--- src/rtl/booth_inverse_divider.sv ---
// booth_inverse_divider
//   Sequential non-restoring divider: 2W-bit dividend / W-bit divisor ->
//   W-bit quotient and remainder, one iteration per clock, with a
//   start/busy/done handshake.
//   Optional build macro DIVIDER_SIGNED_EN: two's complement operands with
//   truncating division; the unsigned core runs on the operand magnitudes.
module booth_inverse_divider #(
  parameter int W = 8
) (
  input  logic           clk,
  input  logic           rst,
  input  logic           start,
  input  logic [2*W-1:0] dividend,
  input  logic [W-1:0]   divisor,
  output logic           busy,
  output logic           done,
  output logic [W-1:0]   quotient,
  output logic [W-1:0]   remainder,
  output logic           div_zero,
  output logic           overflow
);

  typedef enum logic [1:0] {IDLE, CALC, FIX, DONE} state_t;

  localparam logic [W-1:0] LAST_ITER = W'(W - 1);

  state_t         state;
  logic [W:0]     p;        // partial remainder, two's complement
  logic [W-1:0]   qreg;     // low dividend bits shifting out, quotient bits in
  logic [W-1:0]   dreg;     // divisor (magnitude) captured on accept
  logic [W-1:0]   cnt;      // iteration counter

  logic [2*W-1:0] dd_mag;
  logic [W-1:0]   d_mag;
  logic [W:0]     p_shift;
  logic [W:0]     p_next;
  logic [W:0]     p_fix;

`ifdef DIVIDER_SIGNED_EN
  localparam logic [W-1:0] POS_MAX = {1'b0, {(W-1){1'b1}}};
  localparam logic [W-1:0] NEG_MAX = {1'b1, {(W-1){1'b0}}};

  logic sign_q;   // quotient is negative (operand signs differ)
  logic sign_r;   // remainder is negative (dividend was negative)

  // Operand magnitudes; the most negative values still fit as unsigned.
  always_comb begin
    dd_mag = dividend[2*W-1] ? -dividend : dividend;
    d_mag  = divisor[W-1]    ? -divisor  : divisor;
  end
`else
  assign dd_mag = dividend;
  assign d_mag  = divisor;
`endif

  // One non-restoring step and the final remainder correction.
  // NOTE: every always_comb output is assigned on every path, so no latch is inferred.
  always_comb begin
    p_shift = {p[W-1:0], qreg[W-1]};
    p_next  = p[W] ? p_shift + {1'b0, dreg} : p_shift - {1'b0, dreg};
    p_fix   = p[W] ? p + {1'b0, dreg} : p;
  end

  // Control FSM, datapath registers and registered outputs.
  // NOTE: all state here uses non-blocking assignments so every register sees pre-edge values.
  always_ff @(posedge clk or posedge rst) begin
    if (rst) begin
      state     <= IDLE;
      p         <= '0;
      qreg      <= '0;
      dreg      <= '0;
      cnt       <= '0;
      busy      <= 1'b0;
      done      <= 1'b0;
      quotient  <= '0;
      remainder <= '0;
      div_zero  <= 1'b0;
      overflow  <= 1'b0;
`ifdef DIVIDER_SIGNED_EN
      sign_q    <= 1'b0;
      sign_r    <= 1'b0;
`endif
    end else begin
      done <= 1'b0;
      case (state)
        IDLE, DONE: begin
          state <= IDLE;
          if (start) begin
            div_zero <= 1'b0;
            overflow <= 1'b0;
            dreg     <= d_mag;
`ifdef DIVIDER_SIGNED_EN
            sign_q   <= dividend[2*W-1] ^ divisor[W-1];
            sign_r   <= dividend[2*W-1];
`endif
            if (d_mag == '0) begin
              state     <= DONE;
              done      <= 1'b1;
              quotient  <= '1;
              remainder <= '0;
              div_zero  <= 1'b1;
            end else if (dd_mag[2*W-1:W] >= d_mag) begin
              state     <= DONE;
              done      <= 1'b1;
              quotient  <= '1;
              remainder <= '0;
              overflow  <= 1'b1;
            end else begin
              state <= CALC;
              busy  <= 1'b1;
              p     <= {1'b0, dd_mag[2*W-1:W]};
              qreg  <= dd_mag[W-1:0];
              cnt   <= '0;
            end
          end
        end
        CALC: begin
          p    <= p_next;
          qreg <= {qreg[W-2:0], ~p_next[W]};
          cnt  <= cnt + 1'b1;
          if (cnt == LAST_ITER) state <= FIX;
        end
        FIX: begin
          state <= DONE;
          busy  <= 1'b0;
          done  <= 1'b1;
`ifdef DIVIDER_SIGNED_EN
          if ((!sign_q && qreg > POS_MAX) || (sign_q && qreg > NEG_MAX)) begin
            overflow  <= 1'b1;
            quotient  <= '1;
            remainder <= '0;
          end else begin
            quotient  <= sign_q ? -qreg : qreg;
            remainder <= sign_r ? -p_fix[W-1:0] : p_fix[W-1:0];
          end
`else
          quotient  <= qreg;
          remainder <= p_fix[W-1:0];
`endif
        end
        default: state <= IDLE;
      endcase
    end
  end

endmodule

--- config.mk ---
export PLATFORM = sky130hd
export DESIGN_NAME = booth_inverse_divider
export DESIGN_NICKNAME = d
export VERILOG_FILES = /design/src/rtl/booth_inverse_divider.sv
export SDC_FILE = /design/constraint.sdc
export NUM_CORES = 1
export LEC_CHECK = 0
export CAP_MARGIN = 5
export CORE_MARGIN = 4
export CORE_UTILIZATION = 25
export CTS_CLUSTER_DIAMETER = 30
export DETAILED_ROUTE_END_ITERATION = 10
export HOLD_SLACK_MARGIN = 0.02
export PLACE_DENSITY = 0.42
export SLEW_MARGIN = 20
export SYNTH_ARGS = -nofsm -noshare
export SYNTH_HDL_FRONTEND = slang
export SYNTH_SLANG_ARGS = --single-unit
--- constraint.sdc ---
create_clock -name clk -period 3.8 [get_ports clk]
set_input_delay 0.76 -clock clk [delete_from_list [all_inputs] [get_ports clk]]
set_output_delay 0.76 -clock clk [all_outputs]
set_load 0.01 [all_outputs]
==> results by group, run 1 <==
STA
  • Worst slew pin tran: 0.7323 ns
  • Post-route minimum period: 2.914 ns
  • Worst hold slack: 0.4720 ns
  • Final Hold Fails: 0
  • Max-slew violation count: 0
  • Finish-stage setup viols: 0
  • Part of the cycle the worst path needs: 76.68%
  • Fmax: 0.3432 GHz
  • RSZ-0062 raised after global routing: false
  • Clock Skew: 0.005210 ns
  • Total negative slack: 0 ns
  • Slew HR: 51.18%

Drt
  • Post-Route WL: 8978 microns
  • DRC: 0
  • DRT iter0 DRCs: 126
  • Vias per inst: 4.629
  • Routed via count: 2819
  • DR pass1 iterations: 5
  • ANT nets after route: 0
  • Wire length per cell: 14.74 microns

Worst setup path
  • Crit-path leading delay family: buffers and inverters
  • Worst path cell trace: clkdlybuf4s50_1 -> inv_1 -> ha_1 -> nand3_1 -> nor2_1 -> a21oi_2 -> a32oi_4 -> buf_4 -> nor2_1 -> a22o_1
  • CP most frequent cell: nor2_1
  • RR Startpoint: p[8]$_DFFE_PP0P_
  • CP max-delay cell: clkdlybuf4s50_1
  • Worst setup SP type: input port
  • Bufs and invs on worst path: 3
  • Crit Path Max Fanout: 16
  • WS Path Type: input port to flop
  • Worst setup startpoint: divisor[7]
  • Worst Path Arrival: 3.11 ns
  • Crit path capture type: flop
  • Data required time of the worst path: 4.00 ns
  • Largest stage delay on the critical path: 0.52 ns

Pwr
  • Internal: 2.165 mW
  • Leakage power figure: 1.852 nW
  • Sequential share of power: 27.9%
  • Gate power share: 59.3%
  • Power per cell area: 902.6 nW/um^2
  • Clock Power Share: 12.7%
  • Max VDD drop: 0.2756 mV
  • Sw Share: 44.71%
  • Psw: 1.751 mW

Global route
  • Number of global-route vias before repair: 2867
  • Global-route wire length before repair: 15320 microns
  • Initial antenna violation count: 0
  • Tot GR Track Use: 11.81%
  • Total gr overflow: 0
  • Largest net degree at the start of global routing: 56

Synth
  • Post-Syn Instances: 383
  • Seq/Total Area, Yosys: 39.13%
  • Most used DFF post-synth: dfrtp_1
  • Synth area leader: dfrtp_1
  • Number of library cell types mapped by synthesis: 47
  • Syn Area/Cell: 9.183 sq um
  • Synth warn: 0
  • Top cell type's share of synthesized area: 39.13%
  • Seq cells post-synth: 55
  • Top cells by area, synth: dfrtp_1 (39%), ha_1 (10%), nand2_1 (6.0%), mux2i_1 (5.4%), o21ai_0 (4.7%)
  • Mapped Area: 3517 sq um
  • Syn nets: 440
  • EDFF count, synth: 0
  • Share of synthesized flip-flops with an asynchronous set or reset: 100.0%

Finish
  • Most common cell after layout, fill and taps aside: nand2_1
  • Ant diodes: 0
  • NumNets Final: 485
  • Layout cells sized above 1: 6.760%
  • Area grow syn2layout: 23.34%
  • Commonest non-fill, non-tap cells in the layout: nand2_1 (56), dfrtp_1 (55), clkdlybuf4s50_1 (46), o21ai_0 (33), ha_1 (28)

Clocking
  • Inserted Clock Buffers: 5
  • CTS Hold Bufs: 0
  • Buffers inserted by post-CTS timing repair: 0
  • CTS sink count: 55
  • Htree depth: 2
  • Clock slew seen by the registers of the worst setup and hold paths: 0.08 ns
  • Worst-Skew Late Latency: 0.30 ns
  • CTS tree: built
  • Root Driver: clkbuf_16
  • PostCTS Resize Cnt: 0
  • Clock buffer depth: 2

Run status
  • Status: finished, final reports clean

Placed design
  • RePlAce Congestion: 0.8321
  • Port bufs: 46
  • Post-detail-place hpwl: 6979 microns

Floorplanning
  • # IOs: 47
  • Die ar.: 16030 sq um
  • Die width: 126.6 microns
  • DIE HEIGHT: 126.6 microns
  • Placeable Area: 13830 sq um
  • Rows: 43
  • Initial Util: 25.44%

Worst hold path
  • Hold crit path type: flop to flop
  • Min-delay src: remainder[2]$_DFFE_PP0P_

Job
  • Maxcap violations: 0
[final cells by class]
cell class | count | area [sq um]
fill | 1434 | 9489
multi-input combinational | 287 | 1967
sequential | 55 | 1376
timing repair buffer | 53 | 513.0
tap | 180 | 225.2
clock buffer | 5 | 125.1
inverter | 26 | 97.59
clock inverter | 3 | 33.78
[power groups by stage]
stage	Clock (mW)	Sequential (mW)	Combinational, mW
2_1_floorplan	0	1.03	1.76
3_3_place_gp	0	1.11	2.34
3_5_place_dp	0	1.11	2.34
4_1_cts	0.521	1.10	2.36
5_1_grt	0.546	1.14	2.66
6_report	0.499	1.09	2.32
[worst min-delay path, stage by stage, from the launching register on]
cell	delay, ns
dfrtp_1	0.35
nand2_1	0.05
nand2_1	0.05
[registers in the layout (all words and copies together), names as in the netlist]
register   cells
div_zero       1
quotient       8
p              9
qreg           8
overflow       1
cnt            8
done           1
state          2
dreg           8
busy           1
remainder      8
[synthesized netlist by cell type (all sizes together) (3+ instances only)]
master and n:
a21o 3, a21oi 24, a31oi 5, and3 3
buf 9, clkbuf 6, dfrtp 55, ha 28
inv 25, mux2i 19, nand2 57, nand2b 4
nand3 17, nor2 20, nor2b 5, nor3 7
nor4 3, o211ai 3, o21ai 37, o22a 8
o31ai 7, xnor2 13, xor2 5
[metrics by stage]
stage,instances,cell area (sq um),power [mW],worst slack (ns),utilization (%)
2_1_floorplan,383,3517,2.790,1.203,-
3_3_place_gp,601,4179,3.449,0.5636,30.22
3_5_place_dp,601,4179,3.446,0.5257,30.22
4_1_cts,609,4338,3.974,0.8578,31.37
5_1_grt,609,4338,4.344,0.6969,31.37
6_report,609,4338,3.915,0.8862,31.37
[path summary, 6_finish.rpt]
| path | end | cells past startpoint | slack (ns) |
|---|---|---|---|
| worst max-delay path | qreg[0]$_DFFE_PP0P_ | 10 | 0.89 |
| worst min-delay path | remainder[2]$_DFFE_PP0P_ | 2 | 0.47 |
| worst max register to register | p[8]$_DFFE_PP0P_ | 9 | 1.01 |
| worst min register to register | remainder[2]$_DFFE_PP0P_ | 2 | 0.47 |
| max in group asynchronous | p[6]$_DFFE_PP0P_ | 3 | 2.33 |
| min in group asynchronous | quotient[5]$_DFFE_PP0P_ | 3 | 1.00 |
[metal layers]
layer / track usage (%) / vias up / wire length (microns)
li1: - / 1428 / -
met1: 17.59 / 1319 / 4633
met2: 17.50 / 61 / 3795
met3: 2.063 / 11 / 381
met4: 3.407 / 0 / 167
met5: 0 / - / 0
[logic make-up after synthesis]
| kind of cell | count (synthesis) | share of synthesized area, % |
|---|---|---|
| compound gates | 96 | 17.54 |
| xor+xnor | 18 | 4.482 |
| fa+ha+maj | 30 | 11.10 |
| buf+inv | 41 | 4.945 |
| flops | 55 | 39.13 |
| mux | 21 | 6.048 |
| simple gates | 122 | 16.76 |
(Power assumes the default switching activity.)
==> run 2: changes to the inputs <==
==> constraint.sdc (replaced) <==
create_clock -name clk -period 3 [get_ports clk]
set_input_delay 0.6 -clock clk [delete_from_list [all_inputs] [get_ports clk]]
set_output_delay 0.6 -clock clk [all_outputs]
set_load 0.01 [all_outputs]
==> run 2 against run 1 <==
  * Setup slack lost 0.46 ns
  * Global-route usage shrank 0.27 points
  * Combinational power grew 30%
  * Largest cell class unchanged
  * Critical endpoint unchanged
==> results by group, run 2 (synthesis results as in run 1) <==
Run status
  • Status: finished, final reports clean (unchanged)

Clocking
  • Inserted Clock Buffers: 5 (unchanged)
  • Htree depth: 2 (unchanged)
  • Buffers inserted by post-CTS timing repair: 0 (unchanged)
  • CTS sink count: 55 (unchanged)
  • Worst-Skew Late Latency: 0.30 ns (about the same)
  • Clock buffer depth: 2 (unchanged)
  • CTS Hold Bufs: 0 (unchanged)
  • PostCTS Resize Cnt: 0 (unchanged)
  • Clock slew seen by the registers of the worst setup and hold paths: 0.07 ns (was 0.08 ns)
  • Root Driver: clkbuf_16 (unchanged)
  • CTS tree: built (unchanged)

STA
  • Worst slew pin tran: 0.6961 ns (was 0.7323 ns)
  • Fmax: 0.3893 GHz
  • Finish-stage setup viols: 0 (unchanged)
  • Final Hold Fails: 0 (unchanged)
  • Post-route minimum period: 2.569 ns
  • Part of the cycle the worst path needs: 85.63%
  • Slew HR: 53.60% (was 51.18%)
  • Max-slew violation count: 0 (unchanged)
  • RSZ-0062 raised after global routing: false (unchanged)
  • Clock Skew: 0.007674 ns (was 0.005210 ns)
  • Total negative slack: 0 ns (unchanged)

Drt
  • Vias per inst: 4.644 (was 4.629)
  • ANT nets after route: 0 (unchanged)
  • Routed via count: 2842 (was 2819)
  • DRC: 0 (unchanged)
  • Post-Route WL: 9071 microns (was 8978 microns)
  • Wire length per cell: 14.82 microns (was 14.74 microns)
  • DR pass1 iterations: 4 (was 5)
  • DRT iter0 DRCs: 109 (was 126)

Finish
  • Commonest non-fill, non-tap cells in the layout: nand2_1 (56), dfrtp_1 (55), clkdlybuf4s50_1 (46), o21ai_0 (33), ha_1 (28) (unchanged)
  • Area grow syn2layout: 24.76% (was 23.34%)
  • Layout cells sized above 1: 7.407% (was 6.760%)
  • Final instance area: 4388 sq um (was 4338 sq um)
  • Final core utilization: 31.73% (was 31.37%)
  • NumNets Final: 489 (was 485)
  • Final-layout fill cell count: 1437 (was 1434)
  • Reg with most FFs: p (unchanged)
  • Most common cell after layout, fill and taps aside: nand2_1 (unchanged)
  • Max FFs per register: 9 (unchanged)
  • Ant diodes: 0 (unchanged)
  • Fin cells: 612 (was 609)

Floorplanning
  • Die width: 126.6 microns (unchanged)
  • # IOs: 47 (unchanged)
  • Die ar.: 16030 sq um (unchanged)
  • DIE HEIGHT: 126.6 microns (unchanged)
  • Rows: 43 (unchanged)
  • Placeable Area: 13830 sq um (unchanged)
  • Initial Util: 25.44% (unchanged)

Job
  • Maxcap violations: 0 (unchanged)

Pwr
  • Final Total Pwr: 5.055 mW (was 3.915 mW)
  • Power per cell area: 1152 nW/um^2 (was 902.6 nW/um^2)
  • Max VDD drop: 0.3624 mV (was 0.2756 mV)
  • Leakage power figure: 1.883 nW (was 1.852 nW)

Worst setup path
  • Worst Path Arrival: 2.75 ns (was 3.11 ns)
  • Data required time of the worst path: 3.18 ns (was 4.00 ns)
  • Crit path capture type: flop (unchanged)
  • Crit Path Max Fanout: 6 (was 16)
  • Worst setup SP type: flop (was input port)
  • WS Path Type: flop to flop (was input port to flop)

Global route
  • Initial antenna violation count: 0 (unchanged)
  • Tot GR Track Use: 11.54% (was 11.81%)
  • Number of global-route vias before repair: 2864 (was 2867)
  • Global-route wire length before repair: 14880 microns (was 15320 microns)
  • Largest net degree at the start of global routing: 45 (was 56)
  • Total gr overflow: 0 (unchanged)

Placed design
  • Placed insts: 605 (was 601)
  • RePlAce Congestion: 0.8092 (was 0.8321)
  • Post-detail-place hpwl: 7315 microns (was 6979 microns)
  • Port bufs: 46 (unchanged)
  • DP Area: 4222 sq um (was 4179 sq um)

Worst hold path
  • Hold crit path type: flop to flop (unchanged)
## run 2: final cells by class
cell class                 instances  area (sq um)  area share [%]
sequential                        55          1376           31.37
inverter                          26         97.59           2.224
tap                              180         225.2           5.133
clock buffer                       5         125.1           2.851
timing repair buffer              57         555.5           12.66
clock inverter                     2         41.29          0.9410
multi-input combinational        287          1967           44.82
## run 2: critical path, stage by stage, from the launching register on
cell and delay (ns):
dfrtp_1 0.47, inv_1 0.07, ha_1 0.23, nor2_1 0.12, xnor2_1 0.14, ha_1 0.29
nor2b_1 0.16, o2111a_1 0.26, nor3_1 0.21, or3_1 0.13, nand3_1 0.14, a22o_1 0.25
## run 2: per-layer routing
layer  GRT usage (%)  up-vias  routed length (microns)
li1                -     1437                        -
met1           16.15     1344                     4510
met2           18.00       51                     4099
met3           1.979       10                      257
met4           4.038        0                      203
met5               0        -                        0
## run 2: per-stage QoR
| stage | hold WS (ns) | setup WS, ns |
|---|---|---|
| after global routing | 0.4982 | 0.1933 |
| after global placement | 0.4484 | 0.1279 |
| final | 0.4666 | 0.4311 |
| after CTS | 0.4779 | 0.4019 |
| after detailed placement | 0.4610 | 0.09867 |
| after floorplan | 0.4458 | 0.4031 |
## run 2: final timing paths
| kind | from | to | slack [ns] | depth (start not counted) |
|---|---|---|---|---|
| worst max-delay path | dreg[1]$_DFFE_PP0P_ | qreg[0]$_DFFE_PP0P_ | 0.43 | 11 |
| worst min-delay path | remainder[2]$_DFFE_PP0P_ | remainder[2]$_DFFE_PP0P_ | 0.47 | 2 |
| worst max register to register | dreg[1]$_DFFE_PP0P_ | qreg[0]$_DFFE_PP0P_ | 0.43 | 11 |
| worst min register to register | remainder[2]$_DFFE_PP0P_ | remainder[2]$_DFFE_PP0P_ | 0.47 | 2 |
| max in group asynchronous | rst | dreg[2]$_DFFE_PP0P_ | 1.65 | 3 |
| min in group asynchronous | rst | qreg[3]$_DFFE_PP0P_ | 0.68 | 2 |
## run 2: power breakdown
group          internal, mW  total, mW  switching, mW
clock network         0.396      0.672          0.276
registers              1.04       1.37          0.333
logic                  1.41       3.01           1.60
